File: src/rtl/light_stand_pkg.sv
// Shared types and constants for the light stand controller.
package light_stand_pkg;

  localparam int unsigned LEVEL_MAX = 4;
  localparam int unsigned LEVEL_W   = 3;
  localparam int unsigned TIMER_W   = 32;

  typedef enum logic [2:0] {
    S_OFF = 3'd0,
    S_L1  = 3'd1,
    S_L2  = 3'd2,
    S_L3  = 3'd3,
    S_L4  = 3'd4
  } state_t;

  function automatic state_t step_state(input state_t s);
    case (s)
      S_OFF:   return S_L1;
      S_L1:    return S_L2;
      S_L2:    return S_L3;
      S_L3:    return S_L4;
      default: return S_OFF;
    endcase
  endfunction

  function automatic logic [LEVEL_W-1:0] state_level(input state_t s);
    case (s)
      S_L1:    return LEVEL_W'(1);
      S_L2:    return LEVEL_W'(2);
      S_L3:    return LEVEL_W'(3);
      S_L4:    return LEVEL_W'(4);
      default: return LEVEL_W'(0);
    endcase
  endfunction

endpackage

File: src/rtl/pwm_gen.sv
// Free-running PWM with a duty that only changes on period boundaries,
// except for an immediate force-off.
module pwm_gen #(
  parameter int unsigned PERIOD = 100,
  parameter int unsigned DUTY_W = $clog2(PERIOD + 1)
) (
  input  logic              i_clk,
  input  logic              i_reset_n,
  input  logic [DUTY_W-1:0] i_duty,
  input  logic              i_force_off,
  output logic              o_pwm
);

  localparam logic [DUTY_W-1:0] LAST = DUTY_W'(PERIOD - 1);

  logic [DUTY_W-1:0] cnt;
  logic [DUTY_W-1:0] duty_q;

  always_ff @(posedge i_clk or negedge i_reset_n) begin
    if (!i_reset_n) begin
      cnt    <= '0;
      duty_q <= '0;
      o_pwm  <= 1'b0;
    end else begin
      cnt <= (cnt == LAST) ? '0 : cnt + DUTY_W'(1);
      if (i_force_off) begin
        duty_q <= '0;
      end else if (cnt == LAST) begin
        duty_q <= i_duty;
      end
      o_pwm <= !i_force_off && (cnt < duty_q);
    end
  end

endmodule

File: src/rtl/light_stand_ctrl.sv
// Push-button lamp stepper: OFF -> L1..L4 -> OFF, PWM brightness, idle auto-off.
module light_stand_ctrl
  import light_stand_pkg::*;
#(
  parameter int unsigned PWM_PERIOD      = 100,
  parameter int unsigned AUTO_OFF_CYCLES = 3_000_000
) (
  input  logic               i_clk,
  input  logic               i_reset_n,
  input  logic               i_btn,
  output logic               o_pwm,
  output logic [LEVEL_W-1:0] o_level,
  output logic               o_on
);

  localparam int unsigned DUTY_W = $clog2(PWM_PERIOD + 1);
  localparam bit          AUTO_OFF_EN = (AUTO_OFF_CYCLES != 0);
  localparam logic [TIMER_W-1:0] EXPIRE_AT = TIMER_W'(AUTO_OFF_CYCLES - 1);

  state_t               state;
  state_t               state_next;
  logic [TIMER_W-1:0]   timer;
  logic [TIMER_W-1:0]   timer_next;
  logic                 expire_c;
  logic [LEVEL_W-1:0]   level_next;
  logic                 force_off_c;
  logic [TIMER_W-1:0]   duty_full;
  logic [DUTY_W-1:0]    duty_c;

  assign expire_c = AUTO_OFF_EN && (state != S_OFF) && (timer == EXPIRE_AT);

  // State, idle timer and registered level outputs.
  always_ff @(posedge i_clk or negedge i_reset_n) begin
    if (!i_reset_n) begin
      state   <= S_OFF;
      timer   <= '0;
      o_level <= '0;
      o_on    <= 1'b0;
    end else begin
      state   <= state_next;
      timer   <= timer_next;
      o_level <= level_next;
      o_on    <= (level_next != '0);
    end
  end

  // Button advance beats expiry; timer only runs while lit.
  always_comb begin
    state_next = state;
    timer_next = timer + TIMER_W'(1);
    if (i_btn) begin
      state_next = step_state(state);
      timer_next = '0;
    end else if (expire_c) begin
      state_next = S_OFF;
      timer_next = '0;
    end
    if (state == S_OFF) begin
      timer_next = '0;
    end
  end

  // Level for the next cycle and PWM duty target from the current level.
  always_comb begin
    level_next  = state_level(state_next);
    force_off_c = (state_next == S_OFF);
    duty_full   = (TIMER_W'(PWM_PERIOD) * TIMER_W'(o_level)) / TIMER_W'(LEVEL_MAX);
    duty_c      = DUTY_W'(duty_full);
  end

  pwm_gen #(
    .PERIOD (PWM_PERIOD),
    .DUTY_W (DUTY_W)
  ) u_pwm (
    .i_clk       (i_clk),
    .i_reset_n   (i_reset_n),
    .i_duty      (duty_c),
    .i_force_off (force_off_c),
    .o_pwm       (o_pwm)
  );

endmodule
File: config.mk
export PLATFORM = sky130hd
export DESIGN_NAME = light_stand_ctrl
export DESIGN_NICKNAME = d
export VERILOG_FILES = /design/src/rtl/light_stand_pkg.sv /design/src/rtl/pwm_gen.sv /design/src/rtl/light_stand_ctrl.sv
export SDC_FILE = /design/constraint.sdc
export NUM_CORES = 1
export LEC_CHECK = 0
export BUFFER_PORTS_ARGS = -buffer_cell sky130_fd_sc_hd__buf_4
export CAP_MARGIN = 30
export CORE_AREA = 2 2 69 71
export CTS_BUF_LIST = sky130_fd_sc_hd__clkbuf_2 sky130_fd_sc_hd__clkbuf_4 sky130_fd_sc_hd__clkbuf_8
export DETAILED_ROUTE_END_ITERATION = 10
export DIE_AREA = 0 0 71 73
export PLACE_DENSITY = 0.93
export RECOVER_POWER = 50
export SYNTH_ARGS = -nofsm -noshare
export SYNTH_HDL_FRONTEND = slang
export SYNTH_SLANG_ARGS = --single-unit
File: constraint.sdc
create_clock -name i_clk -period 4.3 [get_ports i_clk]
set_clock_uncertainty 0.1 [all_clocks]
set_input_delay 0.215 -clock i_clk [delete_from_list [all_inputs] [get_ports i_clk]]
set_output_delay 0.215 -clock i_clk [all_outputs]
set_load 0.1 [all_outputs]
==> results of run 1 <==
==> layout by cell type (no fill, tap or decap), drive strengths merged, types with 8 or more instances in the layout <==
master	instances
and3	11
ha	11
xnor2	11
inv	8
buf	8
dfrtp	53
a21oi	11
nor2	43
nand2	29
nand3	23
nand4	9
xor2	24
==> cell type report <==
| type | count | share of cell area |
|---|---|---|
| clock buffers | 5 | 0.0230 |
| clock inverters | 3 | 0.00586 |
| inverters | 8 | 0.0101 |
| multi-input cells | 210 | 0.472 |
| flip-flops and latches | 53 | 0.444 |
| well taps | 54 | 0.0226 |
| repair buffers | 9 | 0.0226 |
==> synthesized netlist by cell type (all sizes together) <==
cell,number,share of area
or2,1,0.0022
xnor2,11,0.034
inv,8,0.011
nor4,6,0.025
and4,4,0.013
or4b,1,0.0049
nand2,29,0.041
a21o,1,0.0027
nand2b,4,0.0088
nor4b,1,0.0031
nor2b,2,0.0044
o21ai,2,0.0035
mux2i,1,0.0035
and3,11,0.024
a31oi,1,0.0075
xor2,24,0.074
nand3,23,0.041
nor3,5,0.011
and2,1,0.0022
a41oi,1,0.0031
nand4,9,0.020
nor2,43,0.074
clkbuf,4,0.0053
or4,2,0.0053
or3,1,0.0040
a211oi,2,0.0071
a21oi,11,0.023
buf,5,0.017
o21a,1,0.0027
dfrtp,53,0.47
mux2,1,0.0040
ha,11,0.049
==> metal layers <==
| metal | vias to the layer above | wire (um) | GRT usage |
|---|---|---|---|
| met3 | 12 | 151 | 0.0470 |
| met2 | 41 | 2650 | 0.374 |
| met5 | - | 0 | 0 |
| met1 | 961 | 2330 | 0.284 |
| li1 | 964 | - | - |
| met4 | 0 | 104 | 0.0881 |
==> path summary, 6_finish.rpt <==
check	end	slack, ns	cells past startpoint
worst max-delay path	timer[22]$_DFF_PN0_	2.00	6
worst min-delay path	o_level[1]$_DFF_PN0_	0.09	3
worst max register to register	timer[22]$_DFF_PN0_	2.00	6
worst min register to register	u_pwm.cnt[0]$_DFF_PN0_	0.42	1
max in group asynchronous	timer[14]$_DFF_PN0_	3.27	2
min in group asynchronous	u_pwm.duty_q[5]$_DFFE_PN0P_	0.38	2
==> report_power, final <==
| group | internal, mW | switching, mW |
|---|---|---|
| clock network | 0.113 | 0.157 |
| logic | 0.0618 | 0.193 |
| registers | 0.526 | 0.0382 |
| total | 0.701 | 0.388 |
==> per-stage QoR <==
stage | instance area, um^2 | hold slack (ns) | instances | worst slack (ns)
2_1_floorplan | 2830 | -0.181 | 280 | 2.24
3_3_place_gp | 2890 | 0.187 | 332 | 2.09
3_5_place_dp | 2890 | 0.191 | 333 | 2.06
4_1_cts | 2990 | 0.0838 | 342 | 2.00
5_1_grt | 2990 | 0.0807 | 342 | 1.83
6_report | 2990 | 0.0940 | 342 | 2.00
==> worst max-delay path: stages (launching register included) <==
cell and delay, ns:
dfrtp_1 0.44, ha_1 0.29, nand2_1 0.12, nor4_2 0.76, nand3_1 0.19, xor2_1 0.23, nor2_2 0.05
==> registers in the layout, indices dropped and copies added (netlist names) <==
name,cells
o_on,1
timer,32
o_level,3
state,3
u_pwm.cnt,7
u_pwm.duty_q,6
u_pwm.o_pwm,1
==> logic make-up after synthesis <==
logic type | share of synthesized area
AND/OR/NAND/NOR | 0.284
flip-flops | 0.469
XOR/XNOR | 0.108
AO/OA/AOI/OAI | 0.0500
buffers and inverters | 0.0332
adder cells (fa/ha/maj) | 0.0486
multiplexers | 0.00752
==> impl_results.md, run 1 <==
* Share of cells above drive strength 1 at 0.170
* Post-CTS Resized at 0
* Fillers at around 370
* # Post-CTS Setup Buffers at 0
* WS Path Type: register to register
* Overall Power at around 1.1 mW
* Area Growth Syn to Fin at 5.57%
* Max-Cap Viols at 0
* Final setup vio count at 0
* Yosys reg bits at 53
* Full die area at roughly 5200 um^2
* Max Slew Vio Count at 0
* Num CTS Buffers at 5
* Multi-input logic area at between 1000 and 1500 um^2
* Nets at about 300
* Fin crit share at 0.535
* Status: finished clean
* H-tree depth at 2
* Worst r2r src: timer[0]$_DFF_PN0_
* 1st-pass router iterations at 4
* Setup repair after global routing missed its margin: no
* Setup crit start kind: register
* Core Util, Final at 0.659
* WL per Instance at 15.3 um
* Vias/cell at around 5.8
* Row count at 25
* Initial antenna violation count at 0
* # IOs at 8
* RD Place Congestion at slightly below 0.9
* Reg clk slew, reported paths at around 0.09 ns
* Synthesized instance count at 280
* Final hold vios at 0
* Syn Nets at 294
* Crit path required time at ~4.4 ns
* Crit-path max FO at 8
* WL final at between 5 and 6 mm
* Synth warn at 0
* CTS max path bufs at 2
* Syn Area/Cell at around 10 um^2
* Core footprint at around 4500 um^2
* Cell variety after synth at 41
* CP endpoint kind: register
* Vias at 1978
* PD cells at about 360 nW/um^2
* WP data arrival at ~2.4 ns
* Max VDD drop at between 0.2 and 0.25 mV
* Hold Crit Class: input port to register
* Hold Startpoint: i_btn
* First-pass GRT wire length at 8.95 mm
* GR Overflow Total at 0
* Worst setup path startpoint: timer[0]$_DFF_PN0_
* Worst-Margin Slew at 0.848 ns
* Gr usage total at 0.223
* Port Buffers at 7
* Antenna viol nets, final at 0
* Die Y-Extent at 73 um
* Initial core utilization at 0.624
* DP HPWL at about 3.6 mm
* Maximum clock frequency at about 430 MHz
* Cts hold-fix bufs at 1
* Leak at about 1.3 nW
* Slew margin rel. at 0.430
* Vias in the first global route at ~2000
* Clock Sinks at between 50 and 60
* Register area share after synthesis at 0.469
* Final min period at 2.30 ns
* CTS tree: done
* 1st-iter DRT viols at approximately 110
* Skew-Pair Late Insertion Delay at around 0.30 ns
* Sequential Area at ~1300 um^2
* Final setup TNS at 0 ns
* Pin count of the biggest net entering global routing at 54
* Ant diodes at 0
* Mapped Area at roughly 2800 um^2
* Remaining routing DRC violations at 0
* Die Wd at around 71 um
* Root Driver: clkbuf_8
Note: power is estimated with default switching activity, not from simulation.
==> run 2: changes to the inputs <==
--- a/config.mk
+++ b/config.mk
@@ -7,11 +7,11 @@
 export LEC_CHECK = 0
 export BUFFER_PORTS_ARGS = -buffer_cell sky130_fd_sc_hd__buf_4
 export CAP_MARGIN = 30
-export CORE_AREA = 2 2 69 71
+export CORE_AREA = 2 2 73 75
 export CTS_BUF_LIST = sky130_fd_sc_hd__clkbuf_2 sky130_fd_sc_hd__clkbuf_4 sky130_fd_sc_hd__clkbuf_8
 export DETAILED_ROUTE_END_ITERATION = 10
-export DIE_AREA = 0 0 71 73
-export PLACE_DENSITY = 0.93
+export DIE_AREA = 0 0 75 77
+export PLACE_DENSITY = 0.88
 export RECOVER_POWER = 50
 export SYNTH_ARGS = -nofsm -noshare
 export SYNTH_HDL_FRONTEND = slang
==> constraint.sdc (replaced) <==
create_clock -name i_clk -period 1.9 [get_ports i_clk]
set_clock_uncertainty 0.1 [all_clocks]
set_input_delay 0.095 -clock i_clk [delete_from_list [all_inputs] [get_ports i_clk]]
set_output_delay 0.095 -clock i_clk [all_outputs]
set_load 0.1 [all_outputs]
==> run 2 against run 1 <==
- the flow now finishes with violations (negative setup slack)
- total power rose to 2.7 times the previous value
- fmax rose by 9.5%
- core utilization up 2.0 points
- global-route usage grew 0.30 points
- combinational power grew to 3.4 times the previous value
- cell count is 13% higher
- register-to-register slack worse by 2.2 ns
- sequential power rose by 120%
- first-iteration DRC count grew 18%
- non-clock buffer count rose by 28
==> impl_results.md, run 2 (synthesis gave the netlist of run 1 again) <==
* Skew-Pair Late Insertion Delay at 0.31 ns (was 0.30 ns)
* Sequential power share at 0.433 (was 0.518)
* Failing checks: negative setup slack
* Clock Sinks at 53 (unchanged)
* Vias at 2232 (was 1978)
* Crit-path max FO at 4 (was 8)
* Slew margin rel. at 0.142 (was 0.430)
* Final hold vios at 0 (unchanged)
* Worst-Margin Slew at 1.29 ns (was 0.848 ns)
* Root Driver: clkbuf_8 (unchanged)
* Maximum clock frequency at 475 MHz (was 434 MHz)
* WS Path Type: register to register (unchanged)
* 1st-pass router iterations at 4 (unchanged)
* CTS max path bufs at 2 (unchanged)
* Max Slew Vio Count at 0 (unchanged)
* Final setup vio count at 46 (was 0)
* Logic pwr share at 0.299 (was 0.234)
* Core footprint at 4980 um^2 (was 4540 um^2)
* Row count at 26 (was 25)
* Die Y-Extent at 77 um (was 73 um)
* Max-Cap Viols at 0 (unchanged)
* Slowest CP cell: or4_4 (was nor4_2)
* Num CTS Buffers at 5 (unchanged)
* Status: finished, violations left (was finished clean)
* 1st-iter DRT viols at 127 (was 108)
* Share of cells above drive strength 1 at 0.294 (was 0.170)
* Number of flip-flops in the largest register at 32 (unchanged)
* Area Growth Syn to Fin at 19.5% (was 5.57%)
* Vias/cell at 5.78 (about the same)
* Setup repair after global routing missed its margin: yes (was no)
* WL per Instance at 16.4 um (was 15.3 um)
* Remaining routing DRC violations at 0 (unchanged)
* Leak at 1.42 nW (was 1.26 nW)
* DP HPWL at 3.91 mm (was 3.60 mm)
* Antenna viol nets, final at 0 (unchanged)
* Crit path required time at 2.01 ns (was 4.38 ns)
* Fin crit share at 1.11 (was 0.535)
* # IOs at 8 (unchanged)
* Worst r2r src: timer[28]$_DFF_PN0_ (was timer[0]$_DFF_PN0_)
* Initial core utilization at 0.569 (was 0.624)
* Gr usage total at 0.226 (was 0.223)
* WP data arrival at 2.21 ns (was 2.38 ns)
* Final min period at 2.10 ns (was 2.30 ns)
* Die Wd at 75 um (was 71 um)
* Pin count of the biggest net entering global routing at 54 (unchanged)
* WL final at 6.33 mm (was 5.23 mm)
* Initial antenna violation count at 0 (unchanged)
* Fin area at 3380 um^2 (was 2990 um^2)
* Largest registers: timer x32, u_pwm.cnt x7, u_pwm.duty_q x6 (unchanged)
* Overall Power at 2.89 mW (was 1.09 mW)
* Reg clk slew, reported paths at 0.10 ns (was 0.09 ns)
* CP endpoint kind: register (unchanged)
* GR Overflow Total at 0 (unchanged)
* Max VDD drop at 0.501 mV (was 0.242 mV)
* Hold Startpoint: u_pwm.cnt[0]$_DFF_PN0_ (was i_btn)
* Max stage delay on crit path at 0.55 ns (was 0.76 ns)
* Port Buffers at 7 (unchanged)
* Hold Crit Class: register to register (was input port to register)
* First-pass GRT wire length at 9.99 mm (was 8.95 mm)
* CTS tree: done (unchanged)
* Fillers at 357 (was 369)
* Worst setup path startpoint: timer[28]$_DFF_PN0_ (was timer[0]$_DFF_PN0_)
* Final setup TNS at -6.75 ns (was 0 ns)
* Ant diodes at 0 (unchanged)
* Most frequent cells in the layout: dfrtp_1 (51), nand2_1 (28), buf_4 (27) (was dfrtp_1 (53), nand2_1 (28), xor2_1 (24), nor2_1 (24), nand3_1 (23))
* Commonest non-fill, non-tap cell in the layout: dfrtp_1 (unchanged)
* Worst path cell trace: or4_4 -> nor4_4 -> a31oi_4 -> buf_4 -> mux2_2 (was ha_1 -> nand2_1 -> nor4_2 -> nand3_1 -> xor2_1 -> nor2_2)
* Nets at 329 (was 301)
* Top reg by flops: timer (unchanged)
* PD cells at 855 nW/um^2 (was 364 nW/um^2)
* P_int at 1.90 mW (was 701 uW)
* Setup crit start kind: register (unchanged)
* Placed cell areas at 3110 um^2 (was 2890 um^2)
* Switching power total at 986 uW (was 388 uW)
* Full die area at 5780 um^2 (was 5180 um^2)
* RD Place Congestion at 0.852 (was 0.868)
* Vias in the first global route at 2151 (was 1963)
* Net Sw Frac at 0.341 (was 0.356)
* Clock power frac at 0.269 (was 0.247)
* Worst setup margin at -0.203 ns (was 2.00 ns)
* H-tree depth at 2 (unchanged)
run 2: cell types whose count changed in the layout (fill, tap and decap cells not counted), moves of 4 or more:
cell,change
a21oi_1,-5
buf_6,+4
buf_4,+20
a21oi_2,+5
nor2_1,-8
nor2_4,+5
run 2: layer usage:
metal / GRT usage / wire [um] / up-vias
met5: 0 / 0 / -
met4: 0.0839 / 152 / 0
met3: 0.0368 / 253 / 19
met2: 0.384 / 3330 / 74
met1: 0.282 / 2590 / 1116
li1: - / - / 1023
run 2: worst max-delay path, delay by kind of cell, from the launching register on:
kind / cells / cell delay [ns]
muxes: 1 / 0.26
DFF: 1 / 0.41
and+or+nand+nor: 2 / 0.88
buffers and inverters: 1 / 0.17
AOI/OAI and AO/OA: 1 / 0.18
run 2: through the flow:
stage,std cells,util,setup WS [ns],hold WS [ns]
after floorplan,280,-,-0.0163,-0.301
after global placement,371,0.626,-0.0504,0.0621
after detailed placement,371,0.626,-0.148,0.0659
after CTS,384,0.663,-0.125,0.270
after global routing,386,0.679,-0.231,0.451
final,386,0.679,-0.203,0.447
run 2: power groups by stage:
stage	Clock, mW	Combinational, mW	Sequential (mW)
after floorplan	0	0.305	1.49
after global placement	0	0.731	1.27
after detailed placement	0	0.753	1.27
after CTS	0.789	0.802	1.25
after global routing	0.836	0.910	1.26
final	0.777	0.863	1.25
run 2: final cells by class:
class / instances / area (um^2) / area share
Clock buffer: 6 / 76.3 / 0.0226
Clock inverter: 2 / 38.8 / 0.0115
Inverter: 8 / 30.0 / 0.00888
Multi-Input combinational cell: 210 / 1480 / 0.438
Sequential cell: 53 / 1330 / 0.393
Tap cell: 70 / 87.6 / 0.0259
Timing Repair Buffer: 37 / 338 / 0.0999
run 2: final timing paths:
kind / end / slack (ns) / cells after the start
setup / recovery: state[0]$_DFF_PN0_ / -0.20 / 5
hold reg to reg: u_pwm.cnt[0]$_DFF_PN0_ / 0.45 / 1
max in group asynchronous: o_level[1]$_DFF_PN0_ / 0.36 / 2
min in group asynchronous: u_pwm.o_pwm$_DFF_PN0_ / 0.49 / 2
hold / removal: u_pwm.cnt[0]$_DFF_PN0_ / 0.45 / 1
setup reg to reg: state[0]$_DFF_PN0_ / -0.20 / 5
run 2: what timing repair did:
action / CTS / global route
hold endpoints to repair: 54 / 0
hold buffers: 2 / 0
gates cloned: 0 / 1
buffers inserted: 3 / 1
pin swaps: 4 / 7
endpoints found under the setup margin: 44 / 46
resized for setup: 8 / 14
==> run 3: changes to the inputs <==
--- a/config.mk
+++ b/config.mk
@@ -6,12 +6,12 @@
 export NUM_CORES = 1
 export LEC_CHECK = 0
 export BUFFER_PORTS_ARGS = -buffer_cell sky130_fd_sc_hd__buf_4
-export CAP_MARGIN = 30
+export CAP_MARGIN = 20
 export CORE_AREA = 2 2 73 75
 export CTS_BUF_LIST = sky130_fd_sc_hd__clkbuf_2 sky130_fd_sc_hd__clkbuf_4 sky130_fd_sc_hd__clkbuf_8
 export DETAILED_ROUTE_END_ITERATION = 10
 export DIE_AREA = 0 0 75 77
-export PLACE_DENSITY = 0.88
+export PLACE_DENSITY = 0.77
 export RECOVER_POWER = 50
 export SYNTH_ARGS = -nofsm -noshare
 export SYNTH_HDL_FRONTEND = slang
==> run 3 against run 2 <==
- the flow still finishes with violations (negative setup slack)
- flip-flop and latch count stayed put
- cell count stayed put
- sequential share of layout area is 0.31 points higher
- cell area is 0.78% lower
- combinational power is 5.6% lower
- critical path depth is 1 higher
- core utilization is 0.53 points lower
- worst hold slack worse by 0.042 ns
- register-to-register slack better by 0.05 ns
- die area stayed put
- routed wire length is 14% lower
- critical path type unchanged
- clock-buffer cell count is 1 higher
==> impl_results.md, run 3 (synthesis gave the netlist of run 1 again) <==
* Status: finished, violations left (unchanged)
* Failing checks: negative setup slack (unchanged)
* Row count at 26 (unchanged)
* Initial core utilization at 0.569 (unchanged)
* H-tree depth at 2 (unchanged)
* Met2 Routed Length at 2.74 mm (was 3.33 mm)
* Top reg by flops: timer (unchanged)
* Crit-path max FO at 8 (was 4)
* Final setup TNS at -5.12 ns (was -6.75 ns)
* Leak at 1.43 nW (was 1.42 nW)
* Antenna viol nets, final at 0 (unchanged)
* Number of flip-flops in the largest register at 32 (unchanged)
* Slew margin rel. at 0.157 (was 0.142)
* Full die area at 5780 um^2 (unchanged)
* Clock power frac at 0.276 (was 0.269)
* Die Y-Extent at 77 um (unchanged)
* WL per Instance at 14.0 um (was 16.4 um)
* Setup repair after global routing missed its margin: yes (unchanged)
* Max stage delay on crit path at 0.56 ns (was 0.55 ns)
* Net Sw Frac at 0.321 (was 0.341)
* Post-Place Worst Slack at -0.162 ns (was -0.148 ns)
* Reg clk slew, reported paths at 0.09 ns (was 0.10 ns)
* Uppermost layer routed: met4 (unchanged)
* Switching power total at 913 uW (was 986 uW)
* Setup crit start kind: register (unchanged)
* Final min period at 2.05 ns (was 2.10 ns)
* Worst setup margin at -0.153 ns (was -0.203 ns)
* Final hold vios at 0 (unchanged)
* Clock Sinks at 53 (unchanged)
* Largest registers: timer x32, u_pwm.cnt x7, u_pwm.duty_q x6 (unchanged)
* Hold_ws at 0.404 ns (was 0.447 ns)
* Worst-Margin Slew at 1.26 ns (was 1.29 ns)
* DP HPWL at 3.81 mm (was 3.91 mm)
* Share of cells above drive strength 1 at 0.272 (was 0.294)
* Vias in the first global route at 2061 (was 2151)
* GR Overflow Total at 0 (unchanged)
* Vias at 2052 (was 2232)
* Met1 WL at 2.47 mm (was 2.59 mm)
* Non-Filler Instances at 386 (unchanged)
* Most frequent cells in the layout: dfrtp_1 (51), nand2_1 (28), buf_4 (28) (was dfrtp_1 (51), nand2_1 (28), buf_4 (27))
* Worst path cell trace: or4b_4 -> nor4_4 -> a31oi_4 -> a21oi_4 -> buf_12 -> a211oi_2 (was or4_4 -> nor4_4 -> a31oi_4 -> buf_4 -> mux2_2)
* Initial antenna violation count at 0 (unchanged)
* DR WL met3 at 105 um (was 253 um)
* Placed Cells at 372 (was 371)
* Commonest non-fill, non-tap cell in the layout: dfrtp_1 (unchanged)
* 1st-iter DRT viols at 107 (was 127)
* Nets at 329 (unchanged)
* Max Slew Vio Count at 0 (unchanged)
* Remaining routing DRC violations at 0 (unchanged)
* # IOs at 8 (unchanged)
* Sequential Area at 1330 um^2 (unchanged)
* Max-Cap Viols at 0 (unchanged)
* CP endpoint kind: register (unchanged)
* Die Wd at 75 um (unchanged)
* CTS max path bufs at 2 (unchanged)
* Gr usage total at 0.210 (was 0.226)
* RD Place Congestion at 0.794 (was 0.852)
* Logic pwr share at 0.286 (was 0.299)
* Port Buffers at 7 (unchanged)
* Final setup vio count at 44 (was 46)
* Fillers at 391 (was 357)
* Maximum clock frequency at 487 MHz (was 475 MHz)
* Vias/cell at 5.32 (was 5.78)
* WP data arrival at 2.14 ns (was 2.21 ns)
* WL final at 5.42 mm (was 6.33 mm)
* Skew-Pair Late Insertion Delay at 0.30 ns (was 0.31 ns)
* Pin count of the biggest net entering global routing at 54 (unchanged)
* Core footprint at 4980 um^2 (unchanged)
* Fin crit share at 1.08 (was 1.11)
* CTS tree: done (unchanged)
* Sequential power share at 0.437 (was 0.433)
* Max VDD drop at 0.544 mV (was 0.501 mV)
* PD cells at 848 nW/um^2 (was 855 nW/um^2)
* Hold Crit Class: register to register (unchanged)
* Root Driver: clkbuf_8 (unchanged)
* 1st-pass router iterations at 4 (unchanged)
* Ant diodes at 0 (unchanged)
* Num CTS Buffers at 5 (unchanged)
* Area Growth Syn to Fin at 18.5% (was 19.5%)
* CP top delay family: simple AND/OR/NAND/NOR gates (unchanged)
* P_int at 1.93 mW (was 1.90 mW)
* Crit path required time at 1.98 ns (was 2.01 ns)
* WS Path Type: register to register (unchanged)
* Multi-input logic area at 1450 um^2 (was 1480 um^2)
* First-pass GRT wire length at 9.40 mm (was 9.99 mm)
* Slowest CP cell: or4b_4 (was or4_4)
* Crit path buffers/inverters at 1 (unchanged)
-- run 3: changes by cell type in the layout (fill, tap and decap cells not counted), moves of 2 or more --
| cell | delta |
|---|---|
| nor2_1 | +7 |
| nor2_2 | -3 |
| nor2_4 | -4 |
| a21oi_2 | -2 |
| buf_12 | +2 |
| buf_6 | -2 |
-- run 3: final timing paths --
kind                       cells after the start                     endpoint  slack [ns]                   start
max                                            6  u_pwm.duty_q[6]$_DFFE_PN0P_       -0.15     timer[20]$_DFF_PN0_
min                                            1       u_pwm.cnt[0]$_DFF_PN0_        0.40  u_pwm.cnt[0]$_DFF_PN0_
max reg2reg                                    6  u_pwm.duty_q[6]$_DFFE_PN0P_       -0.15     timer[20]$_DFF_PN0_
min reg2reg                                    1       u_pwm.cnt[0]$_DFF_PN0_        0.40  u_pwm.cnt[0]$_DFF_PN0_
max in group asynchronous                      2         o_level[2]$_DFF_PN0_        0.36               i_reset_n
min in group asynchronous                      2  u_pwm.duty_q[6]$_DFFE_PN0P_        0.50               i_reset_n
-- run 3: area by class of cell --
class | count | area share
Clock inverter | 1 | 0.00895
Inverter | 8 | 0.00895
Tap cell | 70 | 0.0261
Multi-Input combinational cell | 210 | 0.432
Timing Repair Buffer | 37 | 0.101
Clock buffer | 7 | 0.0269
Sequential cell | 53 | 0.396
-- run 3: routing by layer --
layer | vias up | GRT usage
li1 | 1026 | -
met1 | 995 | 0.279
met2 | 22 | 0.338
met3 | 9 | 0.0460
met4 | 0 | 0.0625
met5 | - | 0
-- run 3: per-stage QoR --
step / cell area [um^2] / utilization / total power, mW
5_1_grt: 3350 / 0.674 / 2.99
4_1_cts: 3290 / 0.661 / 2.84
3_3_place_gp: 3130 / 0.630 / 2.02
3_5_place_dp: 3130 / 0.630 / 2.03
2_1_floorplan: 2850 / - / 1.79
6_report: 3350 / 0.674 / 2.85
-- run 3: worst register-to-register path, delay by kind of cell (launching register included) --
kind	cells	cell delay, ns
simple gates	2	0.87
compound gates	3	0.43
buf+inv	1	0.14
flops	1	0.39
-- run 3: power groups by stage --
| stage | clock, mW | sequential [mW] | combinational, mW |
|---|---|---|---|
| 6_report | 0.786 | 1.24 | 0.815 |
| 5_1_grt | 0.857 | 1.25 | 0.875 |
| 4_1_cts | 0.808 | 1.24 | 0.786 |
| 3_5_place_dp | 0 | 1.26 | 0.769 |
| 3_3_place_gp | 0 | 1.26 | 0.756 |
| 2_1_floorplan | 0 | 1.49 | 0.305 |
-- run 3: timing repair --
action                     CTS  global route
resized for setup            2             8
setup endpoints to repair   42            45
buffers inserted             1             3
gates cloned                 0             0
hold endpoints to repair    55             0
hold buffers                 2             0
pin swaps                    6             6
